===== config.mk =====
export PLATFORM = sky130hd
export DESIGN_NAME = sram_port_arbiter
export DESIGN_NICKNAME = d
export VERILOG_FILES = /design/src/rtl/sram_port_arbiter.sv
export SDC_FILE = /design/constraint.sdc
export NUM_CORES = 1
export LEC_CHECK = 0
export ABC_AREA = 0
export ABC_CLOCK_PERIOD_IN_PS = 2300
export BUFFER_PORTS_ARGS = -buffer_cell sky130_fd_sc_hd__buf_2
export CAP_MARGIN = 20
export CORE_MARGIN = 4
export CORE_UTILIZATION = 49
export CTS_BUF_LIST = sky130_fd_sc_hd__clkbuf_8
export CTS_CLUSTER_DIAMETER = 150
export CTS_CLUSTER_SIZE = 25
export DETAILED_ROUTE_END_ITERATION = 8
export PLACE_DENSITY = 0.86
export RECOVER_POWER = 25
export SYNTH_ARGS = -nofsm -noshare
export SYNTH_HDL_FRONTEND = slang
export SYNTH_SLANG_ARGS = --single-unit

===== constraint.sdc =====
create_clock -name clk -period 2.3 [get_ports clk]
set_input_delay 0.575 -clock clk [delete_from_list [all_inputs] [get_ports clk]]
set_output_delay 0.575 -clock clk [all_outputs]
set_load 0.05 [all_outputs]

===== src/rtl/sram_port_arbiter.sv =====
// sram_port_arbiter: shares SRAM port a between m0 and m1, with an optional zero-fill after reset
// Grants are combinational; read data returns one cycle after the grant and holds until the next read.
module sram_port_arbiter #(
  parameter int WIDTH        = 32,
  parameter int DEPTH        = 256,
  parameter int ADDR_WIDTH   = $clog2(DEPTH),
  parameter int MODE         = 0,
  parameter int STARVE_LIMIT = 4,
  parameter int INIT_CLEAR   = 1
) (
  input  logic                  clk,
  input  logic                  rst_n,
  input  logic                  m0_req,
  input  logic                  m0_we,
  input  logic [ADDR_WIDTH-1:0] m0_addr,
  input  logic [WIDTH-1:0]      m0_wdata,
  output logic                  m0_gnt,
  output logic                  m0_rvalid,
  output logic [WIDTH-1:0]      m0_rdata,
  input  logic                  m1_req,
  input  logic                  m1_we,
  input  logic [ADDR_WIDTH-1:0] m1_addr,
  input  logic [WIDTH-1:0]      m1_wdata,
  output logic                  m1_gnt,
  output logic                  m1_rvalid,
  output logic [WIDTH-1:0]      m1_rdata,
  output logic [ADDR_WIDTH-1:0] sram_addr,
  output logic [WIDTH-1:0]      sram_wdata,
  output logic                  sram_we,
  input  logic [WIDTH-1:0]      sram_rdata,
  output logic                  init_done
);
  typedef enum logic {CLEAR, RUN} state_t;
  localparam state_t                RESET_STATE = (INIT_CLEAR != 0) ? CLEAR : RUN;
  localparam logic [3:0]            LIMIT       = 4'(STARVE_LIMIT);
  localparam logic [ADDR_WIDTH-1:0] LAST_ADDR   = ADDR_WIDTH'(DEPTH - 1);
  state_t                state_q, state_d;
  logic [ADDR_WIDTH-1:0] clr_cnt_q, clr_cnt_d;
  logic [ADDR_WIDTH-1:0] addr_q, addr_d;
  logic                  last_q, last_d;
  logic [3:0]            starve_q, starve_d;
  logic                  m0_rvalid_q, m0_rvalid_d, m1_rvalid_q, m1_rvalid_d;
  logic [WIDTH-1:0]      m0_hold_q, m0_hold_d, m1_hold_q, m1_hold_d;
  logic                  clear, run, pick_m1;
  always_ff @(posedge clk or negedge rst_n) begin
    if (!rst_n) state_q <= RESET_STATE;
    else        state_q <= state_d;
  end
  always_comb begin
    state_d = (state_q == CLEAR && clr_cnt_q == LAST_ADDR) ? RUN : state_q;
  end
  // Reset gates every strobe so nothing reaches the SRAM while rst_n is low.
  always_comb begin
    clear      = rst_n && state_q == CLEAR;
    run        = rst_n && state_q == RUN;
    pick_m1    = (MODE == 0) ? !last_q : (starve_q == LIMIT);
    m1_gnt     = run && m1_req && (!m0_req || pick_m1);
    m0_gnt     = run && m0_req && !m1_gnt;
    sram_we    = clear || (m0_gnt && m0_we) || (m1_gnt && m1_we);
    sram_addr  = clear ? clr_cnt_q : m1_gnt ? m1_addr : m0_gnt ? m0_addr : addr_q;
    sram_wdata = clear ? '0 : m1_gnt ? m1_wdata : m0_wdata;
    m0_rvalid  = m0_rvalid_q;
    m1_rvalid  = m1_rvalid_q;
    m0_rdata   = m0_rvalid_q ? sram_rdata : m0_hold_q;
    m1_rdata   = m1_rvalid_q ? sram_rdata : m1_hold_q;
    init_done  = state_q == RUN;
  end
  always_comb begin
    clr_cnt_d   = clear ? clr_cnt_q + ADDR_WIDTH'(1) : clr_cnt_q;
    addr_d      = sram_addr;
    last_d      = m1_gnt ? 1'b1 : m0_gnt ? 1'b0 : last_q;
    starve_d    = (MODE == 0 || !run) ? starve_q :
                  (!m1_req || m1_gnt) ? 4'd0 :
                  (starve_q == 4'hf) ? starve_q : starve_q + 4'd1;
    m0_rvalid_d = m0_gnt && !m0_we;
    m1_rvalid_d = m1_gnt && !m1_we;
    m0_hold_d   = m0_rdata;
    m1_hold_d   = m1_rdata;
  end
  always_ff @(posedge clk or negedge rst_n) begin
    if (!rst_n) begin
      clr_cnt_q   <= '0;
      addr_q      <= '0;
      last_q      <= 1'b1;
      starve_q    <= '0;
      m0_rvalid_q <= 1'b0;
      m1_rvalid_q <= 1'b0;
      m0_hold_q   <= '0;
      m1_hold_q   <= '0;
    end else begin
      clr_cnt_q   <= clr_cnt_d;
      addr_q      <= addr_d;
      last_q      <= last_d;
      starve_q    <= starve_d;
      m0_rvalid_q <= m0_rvalid_d;
      m1_rvalid_q <= m1_rvalid_d;
      m0_hold_q   <= m0_hold_d;
      m1_hold_q   <= m1_hold_d;
    end
  end
endmodule

==> reports/metrics.csv, run 1 <==
metric,value,unit
period_share,1.03,
synth_area_per_cell,11.5,um2
synth_cell_types,30,
dieArea,9430,um2
cap_violations,0,
num_vias,3914,
end_kind,output pin,
critPathArrivalTime,1.80,ns
fin_nets,709,
grt_remaining_overflow,0,
fp-row-count,32,
antenna_found_initial,0,
coreArea,7730,um2
synth_nets,458,
finalClockSkew,0.00962,ns
tightest_slew,0.920,ns
die_w,97.1,um
clockBufferDepth,2,
drive_above_1_share,0.716,
cts.clk_slew.worst_paths,0.08,ns
cts_buffers,9,
syn_to_final_growth,66.0,%
htreeDepth,3,
num_antenna_cells,0,
power.total,0.00366,W
async_flop_share,1.00,
insertion_delay,0.35,ns
drt_iter0_markers,196,
synth_area,3890,um2
rsz0062_at_grt,yes,
grt_pass1_vias,4157,
numPortBuffers,227,
startpoint_type,register,
status,"finished, violations left",
wl_per_cell,20.5,um
gp_congestion,0.915,
syn_inst,339,
synthTopCellsByArea,"dfrtp_1 (53%), mux2_2 (17%), a21oi_1 (5.1%)",
crit_required,1.73,ns
critPathKind,reg -> out,
yosysTopAreaCell,dfrtp_1,
grt_pass1_wl,21500,um
drtAntennaViolNets,0,
max_slew_margin,0.387,
dp_hpwl,9930,um
finalCriticalPeriod,2.38,ns
yosys_warnings,0,
via_per_inst,5.62,
initial_core_util,0.504,
clock.fmax,421,MHz
holdBufCountCts,0,
cts_tree,built,
synth.ff_latch_count,84,
drcViolationCount,0,
drv_slew,0,
synth-edff-count,0,
violations,setup timing,
wirelength,14300,um
die_h,97.1,um
seq_area_frac_synth,0.541,
leakage,3.36,nW
critPathMaxFanout,7,
setup_slack,-0.0750,ns
synth_top_flop_cell,dfrtp_1,
ios,228,
grt_use_total,0.287,
tns,-1.17,ns
setup_viol,34,
root_buffer,clkbuf_8,
ir_drop,0.000330,V
min_path_type,in -> async,
netlist.area_leader.share,0.534,
dr.pass1.iters,4,
grt_max_degree,83,
p_per_area,566,nW/um2
cts.sinks,84,
hold_viol,0,
## cells in the final DEF, fill, tap and decap left out, types with 3 or more instances in the layout
| cell type | count |
|---|---|
| buf_2 | 183 |
| dfrtp_1 | 82 |
| mux2_2 | 58 |
| buf_6 | 45 |
| a21oi_2 | 39 |
| nand3_1 | 28 |
| buf_4 | 21 |
| buf_12 | 15 |
| o21ai_2 | 14 |
| o21ai_1 | 12 |
| clkbuf_8 | 11 |
| nand3_2 | 9 |
| mux2i_1 | 7 |
| xnor2_1 | 7 |
| mux2_1 | 6 |
| o21ai_4 | 6 |
| o32ai_2 | 6 |
| nand2_1 | 6 |
| inv_1 | 4 |
| nand4_1 | 3 |
## timing repair
| item | in CTS | in global routing |
|---|---|---|
| resized for setup | 145 | 27 |
| buffers inserted | 5 | 4 |
| gates cloned | 2 | 3 |
| pin swaps | 34 | 27 |
| endpoints found under the setup margin | 42 | 42 |
## layer usage
metal  GRT usage  vias up  wire length (um)
li1            -     1734                 -
met1       0.313     1914              4990
met2       0.516      221              7500
met3      0.0861       45              1250
met4       0.120        0               520
met5           0        -                 0
## critical path, cell delays in order, from the launching register on
cell and delay, ns:
dfstp_2 0.57, and2_4 0.20, buf_12 0.15, buf_6 0.12, o21ai_1 0.08, a21oi_2 0.16, buf_6 0.18
## report_power, final
part	total [W]	leakage [nW]	switching [W]	internal, W
clock network	0.00105	0.112	0.000492	0.000556
logic	0.000938	2.11	0.000545	0.000393
registers	0.00167	1.14	0.000104	0.00157
## through the flow
stage / util / area, um2 / instances / worst slack, ns / hold slack [ns]
global placement: 0.721 / 5570 / 669 / -0.0805 / 0.459
finish: 0.836 / 6460 / 697 / -0.0750 / 0.128
detailed placement: 0.721 / 5570 / 669 / -0.117 / 0.466
floorplan: - / 4060 / 339 / -0.0295 / 0.279
global route: 0.836 / 6460 / 697 / -0.132 / 0.119
CTS: 0.814 / 6290 / 692 / -0.0738 / 0.108
## flip-flops by register name, indices dropped and copies added (netlist names)
register,count
addr_q,8
last_q,1
m0_rvalid,1
m0_hold_q,32
init_done,1
clr_cnt_q,8
m1_rvalid,1
m1_hold_q,32
## cell usage after synthesis, types with 4 or more instances
master,instances
mux2_2,60
nand3_1,37
o21ai_0,33
nand2_1,7
o32ai_1,7
mux2i_1,7
buf_4,4
xnor2_1,7
a21oi_1,40
dfrtp_1,83
buf_2,13
mux2_1,4
clkbuf_1,12
## logic make-up (layout without fill, tap and decap cells)
logic type,Yosys count,after routing,synth area share
multiplexers,71,71,0.203
flip-flops,84,84,0.541
adder cells (fa/ha/maj),1,1,0.00321
XOR/XNOR,7,7,0.0158
AND/OR/NAND/NOR,59,59,0.0772
AO/OA/AOI/OAI,86,86,0.122
buffers and inverters,31,287,0.0379
## worst paths after layout
kind / from / cells after the start / slack (ns) / endpoint
worst max register to register: init_done / 5 / 0.84 / addr_q[7]
worst max-delay path: last_q / 6 / -0.08 / sram_wdata[9]
worst min-delay path: rst_n / 2 / 0.13 / addr_q[6]
min in group clk: m0_we / 2 / 0.40 / m0_rvalid
max in group asynchronous: rst_n / 4 / 0.97 / init_done
worst min register to register: m0_hold_q[9] / 1 / 0.48 / m0_hold_q[9]
## final cells by class
type                       count  area [um2]
sequential                    84        2100
multi-input combinational    224        2060
timing repair buffer         269        1960
fill                         443        1270
clock buffer                  11         151
tap                          102         128
clock inverter                 5        51.3
inverter                       2        7.51
No activity file was read; power rests on OpenSTA's default activity.
==> run 2: changes to the inputs <==
--- a/config.mk
+++ b/config.mk
@@ -7,7 +7,7 @@
 export LEC_CHECK = 0
 export ABC_AREA = 0
 export ABC_CLOCK_PERIOD_IN_PS = 2300
-export BUFFER_PORTS_ARGS = -buffer_cell sky130_fd_sc_hd__buf_2
+export BUFFER_PORTS_ARGS = -buffer_cell sky130_fd_sc_hd__buf_4
 export CAP_MARGIN = 20
 export CORE_MARGIN = 4
 export CORE_UTILIZATION = 49
@@ -15,6 +15,7 @@
 export CTS_CLUSTER_DIAMETER = 150
 export CTS_CLUSTER_SIZE = 25
 export DETAILED_ROUTE_END_ITERATION = 8
+export GPL_ROUTABILITY_DRIVEN = 1
 export PLACE_DENSITY = 0.86
 export RECOVER_POWER = 25
 export SYNTH_ARGS = -nofsm -noshare
==> run 2 against run 1 <==
  * The run still ends with setup timing left
  * Register-to-register slack worse by 0.03 ns
  * Total power rose by 3.9%
  * Critical path depth stayed put
  * Clock skew is 0.0026 ns lower
  * Largest power group unchanged
==> reports/metrics.csv, run 2 (synthesized netlist as in run 1, its figures left out) <==
metric,value,unit
leakage,3.37,nW
grt_use_total,0.283,
max_slew_margin,0.0225,
cap_violations,0,
setup_slack,-0.122,ns
fin_nets,702,
dieArea,9430,um2
nFillCells,351,
finalCriticalPeriod,2.42,ns
p_per_area,555,nW/um2
fp-row-count,32,
top_layer,met4,
numPortBuffers,227,
finalClockSkew,0.00698,ns
grt_pass1_wl,21200,um
coreArea,7730,um2
insertion_delay,0.34,ns
grt_max_degree,83,
end_kind,output pin,
mostFrequentLayoutCell,buf_4,
tightest_slew,1.47,ns
period_share,1.05,
drv_slew,0,
rsz0062_at_grt,yes,
via_per_inst,5.74,
startpoint_type,register,
worstRegToRegCells,5,
cts.sinks,84,
drt_iter0_markers,150,
grt_pass1_vias,4001,
drcViolationCount,0,
num_antenna_cells,0,
drtAntennaViolNets,0,
met3WireLength,1180,um
wirelength,15200,um
initial_core_util,0.504,
die_w,97.1,um
critPathArrivalTime,1.85,ns
violations,setup timing,
cts_tree,built,
htreeDepth,3,
holdBufCountCts,0,
wl_met2,7900,um
clock.fmax,413,MHz
critPathMaxFanout,8,
syn_to_final_growth,76.0,%
status,"finished, violations left",
clockBufferDepth,2,
place_worst_setup_slack,-0.0683,ns
r2r_slack,0.81,ns
utilization,0.886,
wl_per_cell,22.1,um
crit_required,1.73,ns
critPathKind,reg -> out,
antenna_found_initial,0,
met1Wirelength,5390,um
top_regs,"m0_hold_q x32, m1_hold_q x32",
hold_viol,0,
num_vias,3959,
r2r-end,addr_q[6],
dp_cells,659,
ir_drop,0.000350,V
rr_startpoint,last_q,
root_buffer,clkbuf_8,
mostFrequentLayoutCells,"buf_4 (202), dfrtp_1 (82), mux2_2 (60)",
cts_buffers,9,
dr.pass1.iters,5,
die_h,97.1,um
ios,228,
dp_hpwl,9720,um
drive_above_1_share,0.701,
setup_viol,41,
grt_remaining_overflow,0,
fin_cells,690,
min_path_type,in -> async,
gp_congestion,0.871,
cts.clk_slew.worst_paths,0.08,ns
==> run 2: power by group <==
group          switching (W)  leakage (nW)  internal [W]  total [W]
registers           0.000103          1.14       0.00157    0.00167
logic               0.000556          2.12      0.000444    0.00100
clock network       0.000521         0.111      0.000608    0.00113
total                0.00118          3.37       0.00262    0.00380
==> run 2: cell type report <==
class / instances / area [um2] / area share
Sequential cell: 84 / 2100 / 0.307
Timing Repair Buffer: 262 / 2360 / 0.345
Multi-Input combinational cell: 224 / 2040 / 0.297
Inverter: 2 / 7.51 / 0.00110
Clock buffer: 9 / 124 / 0.0181
Clock inverter: 7 / 90.1 / 0.0132
Tap cell: 102 / 128 / 0.0186
==> run 2: metal layers <==
metal,vias to the layer above,global-route usage
met3,50,0.0732
met1,1959,0.313
met4,0,0.132
met2,232,0.504
met5,-,0
li1,1718,-
==> run 2: worst max path at each step <==
stage                     startpoint              to  slack (ns)
after floorplan                rst_n    sram_addr[6]       -0.03
after global placement         rst_n    sram_addr[5]       -0.03
after global routing          last_q  sram_wdata[17]       -0.20
final                         last_q  sram_wdata[10]       -0.12
after CTS                     last_q         sram_we       -0.04
after detailed placement      m1_req    sram_addr[0]       -0.07
==> run 2: worst max-delay path, cell delays in order (launching register included) <==
cell and delay (ns):
dfstp_2 0.58, and2_4 0.21, buf_12 0.14, buf_16 0.13
o21ai_1 0.10, a21oi_2 0.17, buf_6 0.18
==> run 2: metrics by stage <==
| step | power (W) | setup TNS [ns] | cell area [um2] | hold slack, ns |
|---|---|---|---|---|
| 2_1_floorplan | 0.00216 | -0.0463 | 4060 | 0.279 |
| 3_3_place_gp | 0.00252 | -0.211 | 5970 | 0.466 |
| 3_5_place_dp | 0.00254 | -1.26 | 5970 | 0.482 |
| 4_1_cts | 0.00374 | -0.310 | 6490 | 0.116 |
| 5_1_grt | 0.00396 | -5.30 | 6850 | 0.120 |
| 6_report | 0.00380 | -2.20 | 6850 | 0.134 |
==> run 2: what timing repair did <==
action                                  CTS  global route
gates cloned                              2             4
pin swaps                                20            26
endpoints found under the setup margin   42            43
setup buffers                             7             1
gates resized for setup                  65            46
==> run 3: changes to the inputs <==
--- a/config.mk
+++ b/config.mk
@@ -16,7 +16,7 @@
 export CTS_CLUSTER_SIZE = 25
 export DETAILED_ROUTE_END_ITERATION = 8
 export GPL_ROUTABILITY_DRIVEN = 1
-export PLACE_DENSITY = 0.86
+export PLACE_DENSITY = 0.95
 export RECOVER_POWER = 25
 export SYNTH_ARGS = -nofsm -noshare
 export SYNTH_HDL_FRONTEND = slang
==> run 3 against run 2 <==
  * The flow still finishes with violations (setup timing)
  * Die area unchanged
  * Clock power down 16%
  * Worst hold slack better by 0.26 ns
  * Routed wire length down 6.0%
  * Largest cell class unchanged
  * Largest power group unchanged
==> reports/metrics.csv, run 3 (synthesized netlist as in run 1, its figures left out) <==
metric,value,unit
cts_buffers,9,
clockBufferDepth,2,
cts.sinks,84,
wirelength,14300,um
rsz0062_at_grt,yes,
die_h,97.1,um
coreArea,7730,um2
cap_violations,0,
gp_congestion,0.884,
antenna_found_initial,0,
cts.clk_slew.worst_paths,0.08,ns
p_per_area,557,nW/um2
htreeDepth,3,
root_buffer,clkbuf_8,
setup_slack,-0.0381,ns
critPathArrivalTime,1.76,ns
end_kind,output pin,
finalCriticalPeriod,2.34,ns
ir_drop,0.000307,V
holdBufCountCts,0,
wl_per_cell,21.0,um
dp_hpwl,10500,um
die_w,97.1,um
placedInstanceArea,5950,um2
via_per_inst,5.71,
ios,228,
violations,setup timing,
setup_viol,17,
drv_slew,0,
drtAntennaViolNets,0,
max_slew_margin,0.212,
crit_required,1.73,ns
crit_start,last_q,
period_share,1.02,
fp-row-count,32,
grt_max_degree,50,
num_antenna_cells,0,
mostFrequentLayoutCell,buf_4,
drcViolationCount,0,
startpoint_type,register,
min_path_type,in -> reg,
finish.instance_area,6480,um2
numPortBuffers,227,
num_vias,3889,
top_regs,"m0_hold_q x32, m1_hold_q x32",
status,"finished, violations left",
hold_start,m1_we,
drt_iter0_markers,142,
grt_remaining_overflow,0,
dr.pass1.iters,4,
syn_to_final_growth,66.6,%
grt_pass1_wl,22200,um
fin_nets,693,
insertion_delay,0.34,ns
path_cells,and2_4 -> buf_8 -> o32ai_2 -> a21oi_2 -> buf_6,
critPathKind,reg -> out,
grt_use_total,0.299,
whs,0.395,ns
grt_pass1_vias,4175,
hold_viol,0,
dieArea,9430,um2
tightest_slew,1.18,ns
finalClockSkew,0.00584,ns
crit_path_max_incr_delay,0.56,ns
leakage,3.27,nW
drive_above_1_share,0.668,
initial_core_util,0.504,
mostFrequentLayoutCells,"buf_4 (199), dfrtp_1 (82), mux2_2 (60)",
critPathMaxFanout,8,
rr_startpoint,init_done,
clock.fmax,428,MHz
cts_tree,built,
slowest_stage,dfstp_2,
run 3: cell count changes in the layout (fill, tap and decap cells not counted), moves of 3 or more:
cell,change
buf_12,-4
buf_4,-3
buf_6,+3
clkbuf_16,-3
nand3_1,+19
nand3_2,-13
nand3_4,-6
o21ai_0,-4
o21ai_1,+3
run 3: worst paths after layout:
| kind | depth (start not counted) | end | slack [ns] |
|---|---|---|---|
| setup / recovery | 5 | sram_addr[4] | -0.04 |
| setup reg to reg | 5 | addr_q[1] | 0.87 |
| max in group asynchronous | 2 | init_done | 0.88 |
| hold / removal | 2 | m1_rvalid | 0.40 |
| min in group asynchronous | 2 | m1_hold_q[4] | 0.51 |
| hold reg to reg | 1 | m1_hold_q[31] | 0.50 |
run 3: critical path: cells and delay by family (launching register included):
family          cells  cell delay, ns
buf+inv             2            0.35
compound gates      2            0.29
flops               1            0.56
simple gates        1            0.22
run 3: area by class of cell:
class	count	area [um2]
clock inverters	6	40.0
repair buffers	253	2150
fillers	418	1250
inverters	2	7.51
well taps	102	128
multi-input cells	224	1910
flip-flops and latches	84	2100
clock buffers	10	138
run 3: where the power goes:
group | internal (W) | leakage (nW) | switching, W | total (W)
registers | 0.00157 | 1.14 | 0.000109 | 0.00168
logic | 0.000434 | 2.04 | 0.000556 | 0.000990
clock network | 0.000420 | 0.0861 | 0.000525 | 0.000944
total | 0.00242 | 3.27 | 0.00119 | 0.00361
run 3: timing repair:
| action | in CTS | in global routing |
|---|---|---|
| resized for setup | 74 | 19 |
| endpoints found under the setup margin | 43 | 42 |
| buffers inserted | 3 | 2 |
| gates cloned | 1 | 0 |
| pin swaps | 15 | 9 |
run 3: metrics by stage:
step,total power [W],setup TNS (ns),worst slack (ns),instances,utilization
after floorplan,0.00216,-0.0463,-0.0295,339,-
after CTS,0.00358,-0.0853,-0.0388,679,0.830
final,0.00361,-0.252,-0.0381,681,0.839
after detailed placement,0.00255,-0.144,-0.0722,659,0.770
after global routing,0.00376,-3.30,-0.115,681,0.839
after global placement,0.00252,-0.122,-0.0578,659,0.770
run 3: layer usage:
layer,vias up,part of all wire,track usage
met5,-,0,0
met4,0,0.046,0.144
met3,47,0.095,0.0940
met2,230,0.52,0.536
met1,1912,0.34,0.316
li1,1700,-,-
